File: src/rtl/gpio_in.sv
// Four-pin active-low GPIO input block: 2-FF synchronizer, optional per-pin debounce
// (enabled by macro GPIO_IN_DEBOUNCE_EN), press-edge capture with W1C, and interrupt enables.
module gpio_in #(
  parameter int DEBOUNCE_CYCLES = 16
) (
  input  logic        clk,
  input  logic        rst,
  input  logic [7:0]  addr,
  input  logic [3:0]  be,
  input  logic [31:0] wdata,
  input  logic        we,
  input  logic [3:0]  gpio,
  output logic [31:0] q,
  output logic        irq
);

  localparam logic [7:0] ADDR_DATA = 8'h00;
  localparam logic [7:0] ADDR_EDGE = 8'h04;
  localparam logic [7:0] ADDR_IE   = 8'h08;

  if (DEBOUNCE_CYCLES < 1 || DEBOUNCE_CYCLES > 65535) begin : g_param_check
    $error("gpio_in: DEBOUNCE_CYCLES must be in 1..65535");
  end

  logic [3:0] sync1, sync2, stable, stable_next;
  logic [3:0] edge_q, ie_q;
  logic [3:0] edge_set, edge_clr;
  logic       wr_edge, wr_ie;

`ifdef GPIO_IN_DEBOUNCE_EN
  localparam logic [15:0] CNT_MAX = 16'(DEBOUNCE_CYCLES - 1);

  logic [3:0][15:0] cnt_q, cnt_d;

  // NOTE: every always_comb output gets a default first so no path can infer a latch.
  always_comb begin
    stable_next = stable;
    cnt_d       = cnt_q;
    for (int i = 0; i < 4; i++) begin
      if (sync2[i] == stable[i]) begin
        cnt_d[i] = '0;
      end else if (cnt_q[i] == CNT_MAX) begin
        stable_next[i] = sync2[i];
        cnt_d[i]       = '0;
      end else begin
        cnt_d[i] = cnt_q[i] + 16'd1;
      end
    end
  end

  always_ff @(posedge clk) begin
    if (rst) cnt_q <= '0;
    else     cnt_q <= cnt_d;
  end
`else
  assign stable_next = sync2;
`endif

  // A press is DATA going 0->1, i.e. the active-low stable level falling.
  assign edge_set = stable & ~stable_next;
  assign wr_edge  = we && be[0] && (addr == ADDR_EDGE);
  assign wr_ie    = we && be[0] && (addr == ADDR_IE);
  assign edge_clr = wr_edge ? wdata[3:0] : 4'h0;

  // NOTE: sequential state uses non-blocking assignments so every register samples pre-edge values.
  always_ff @(posedge clk) begin
    if (rst) begin
      sync1  <= 4'hF;
      sync2  <= 4'hF;
      stable <= 4'hF;
      edge_q <= 4'h0;
      ie_q   <= 4'h0;
    end else begin
      sync1  <= gpio;
      sync2  <= sync1;
      stable <= stable_next;
      edge_q <= (edge_q & ~edge_clr) | edge_set;
      if (wr_ie) ie_q <= wdata[3:0];
    end
  end

  always_comb begin
    q = '0;
    unique case (addr)
      ADDR_DATA: q[3:0] = ~stable;
      ADDR_EDGE: q[3:0] = edge_q;
      ADDR_IE:   q[3:0] = ie_q;
      default:   q      = '0;
    endcase
  end

  assign irq = |(edge_q & ie_q);

  logic unused_bits;
  assign unused_bits = ^{wdata[31:4], be[3:1]};

endmodule
File: config.mk
export PLATFORM = sky130hd
export DESIGN_NAME = gpio_in
export DESIGN_NICKNAME = d
export VERILOG_FILES = /design/src/rtl/gpio_in.sv
export SDC_FILE = /design/constraint.sdc
export NUM_CORES = 1
export LEC_CHECK = 0
export ABC_CLOCK_PERIOD_IN_PS = 1850
export BUFFER_PORTS_ARGS = -buffer_cell sky130_fd_sc_hd__buf_2
export CAP_MARGIN = 20
export CORE_MARGIN = 2
export CORE_UTILIZATION = 39
export CTS_BUF_LIST = sky130_fd_sc_hd__clkbuf_4 sky130_fd_sc_hd__clkbuf_8 sky130_fd_sc_hd__clkbuf_16
export DETAILED_ROUTE_END_ITERATION = 16
export GPL_TIMING_DRIVEN = 1
export PLACE_DENSITY = 0.85
export SYNTH_ARGS = -nofsm -noshare
export SYNTH_HDL_FRONTEND = slang
export SYNTH_SLANG_ARGS = --single-unit
File: constraint.sdc
create_clock -name clk -period 1.85 [get_ports clk]
set_clock_uncertainty 0.1 [all_clocks]
set_input_delay 0.37 -clock clk [delete_from_list [all_inputs] [get_ports clk]]
set_output_delay 0.37 -clock clk [all_outputs]
set_load 0.02 [all_outputs]
==> reports/qor.yml <==
finish:
  fin_nets: 205
  design_area_um2: 1280
  syn_to_final_growth_pct: 16.2
  drive_gt1_share_pct: 27.5
  layoutNonFillerInstCount: 184
  antenna_cells: 0
grt:
  antenna_found_initial: 0
  grt_pass1_wl_um: 3130
  grt_usage_pct: 12.5
  grt_max_degree: 25
  grt_overflow: 0
  grt_pass1_vias: 698
job:
  timing.max_cap.violations: 0
sta:
  maxSlewViolCount: 0
  period_share_pct: 110
  setup_tns_ns: -0.670
  fin_ws_ns: -0.189
  rsz0062_at_grt: "true"
  setup_violations: 4
  final_hold_viol_count: 0
  max_freq_mhz: 490
  period_needed_ns: 2.04
min_path:
  min-delay-start: "gpio[2]"
  hold_path_class: "in2reg"
pwr:
  p_per_area_nw_per_um2: 732
  peakVddDrop_mv: 0.557
  leakage_uw: 0.000567
  total_power_uw: 935
floorplanning:
  die_w_um: 57.1
  initial_core_util_pct: 40.5
  pin_count: 84
  die_y_um: 57.1
  core-area_um2: 2710
  fp-row-count: 19
  die_area_um2: 3260
drt:
  drt-met1-wl_um: 802
  drc: 0
  drtAntennaViolNets: 0
  dr_wl_met3_um: 112
  drt-total-wl_um: 1910
  drtPass1Iterations: 4
  avgViaCountPerCell: 4.33
  drt_iter0_markers: 15
  dr.max_layer_used: "met4"
  wl_met2_um: 927
  wl_per_cell_um: 10.4
  vias: 796
clock_network:
  clk_pin_slew_ns: 0.11
  clock-sinks: 20
  htreeDepth: 1
  cts_made_buffers: 3
  clockBufferDepth: 2
  insertion_delay_ns: 0.30
  cts_root_buffer: "clkbuf_4"
  cts_tree: "yes"
  cts_setup_buffers: 0
  ctsHoldBuffers: 0
synthesis:
  ys.flop_type: "dfxtp_1"
  synth-async-reset-ratio_pct: 0
  synth-edff-count: 0
  netlist_top_cells_area: "dfxtp_1 36%, buf_4 19%, or2_1 8.0%, nand2b_1 6.8%, mux2i_1 3.6%"
  yosys_warnings: 0
  synthCells: 128
  syn_area_um2: 1100
  synth_common_cells: "28 x buf_4, 20 x dfxtp_1, 14 x or2_1"
  yosysTopAreaCell: "dfxtp_1"
  ys_seq_elements: 20
  postSynthAreaPerCell_um2: 8.58
  netlist.area_leader.share_pct: 36.4
  yosysUniqueCellTypes: 20
  ys_seq_area_share_pct: 36.4
  yosysMostFrequentCell: "buf_4"
placed_design:
  placed_cells: 180
  portBuffers: 24
  gp_congestion: 0.763
  dp_hpwl_um: 1410
  place_ws_ns: -0.204
  placed_area_um2: 1190
run_status:
  status: "complete, but fails checks"
  violations: "negative setup slack"
worst_setup_path:
  endpoint_kind: "output pin"
  criticalPathCategory: "in2out"
  crit_fanout: 4
  startpoint_type: "input port"
  worstSetupStartpoint: "addr[4]"
  arrival_ns: 1.57
  required_ns: 1.38
  r2r_start: "stable_next[0]"
## registers in the layout, indices dropped and copies added (netlist names)
name / count
edge_q: 4
stable_next: 4
stable: 4
sync1: 4
ie_q: 4
## cell usage in the layout, fill, tap and decap left out
| cell type | n |
|---|---|
| inv_1 | 8 |
| bufinv_16 | 1 |
| a21oi_4 | 4 |
| buf_2 | 19 |
| a21o_1 | 4 |
| buf_6 | 5 |
| dfxtp_1 | 20 |
| nor3_4 | 1 |
| o22ai_1 | 4 |
| clkbuf_4 | 3 |
| or2_1 | 13 |
| or2_4 | 1 |
| nand2_1 | 9 |
| mux2i_1 | 4 |
| nand2b_1 | 12 |
| or4_4 | 1 |
| nand4b_1 | 2 |
| a22oi_1 | 2 |
| or2_2 | 4 |
| conb_1 | 28 |
| nor4_1 | 4 |
| nor2b_1 | 1 |
| buf_4 | 3 |
## worst paths after layout
| check | slack (ns) | to | cells after the start |
|---|---|---|---|
| max reg2reg | 0.95 | edge_q[0] | 2 |
| min reg2reg | 0.31 | stable_next[1] | 1 |
| max | -0.19 | q[2] | 5 |
| min | 0.13 | sync1[2] | 2 |
## critical path: stages
cell and delay (ns):
buf_6 0.09, or4_4 0.52, or2_4 0.30, a21oi_4 0.15
buf_6 0.14
## routing by layer
layer,vias up,track usage [%]
li1,408,-
met1,353,16.2
met2,28,18.7
met3,7,2.95
met4,0,7.64
met5,-,0
## logic make-up after synthesis
logic type / Yosys count / share of synthesized area (%)
multiplexers: 4 / 3.64
buffers and inverters: 41 / 24.3
AO/OA/AOI/OAI: 14 / 8.20
other: 1 / 0.341
flip-flops: 20 / 36.4
AND/OR/NAND/NOR: 48 / 27.1
## what timing repair did
item                       in CTS  in global routing
gates cloned                    0                  0
pin swaps                       2                  1
resized for setup               9                  0
setup endpoints to repair       4                  4
## power by group
part,switching (uW),internal (uW),leakage [uW]
logic,84.8,38.7,0.000374
registers,6.16,446,0.000164
clock network,140,219,0.0000279
total,231,704,0.000567
## per-stage QoR
| step | hold WS, ns | utilization [%] |
|---|---|---|
| 2_1_floorplan | 0.283 | - |
| 3_3_place_gp | 0.286 | 44.0 |
| 3_5_place_dp | 0.290 | 44.0 |
| 4_1_cts | 0.124 | 47.1 |
| 5_1_grt | 0.111 | 47.1 |
| 6_report | 0.130 | 47.1 |
## layout make-up
cell class,instances,area (um^2)
sequential,20,400
inverter,8,30.0
clock buffer,3,22.5
tap,31,38.8
multi-input combinational,94,581
timing repair buffer,27,174
fill,261,1430
clock inverter,1,30.0
No activity file was read; power rests on OpenSTA's default activity.
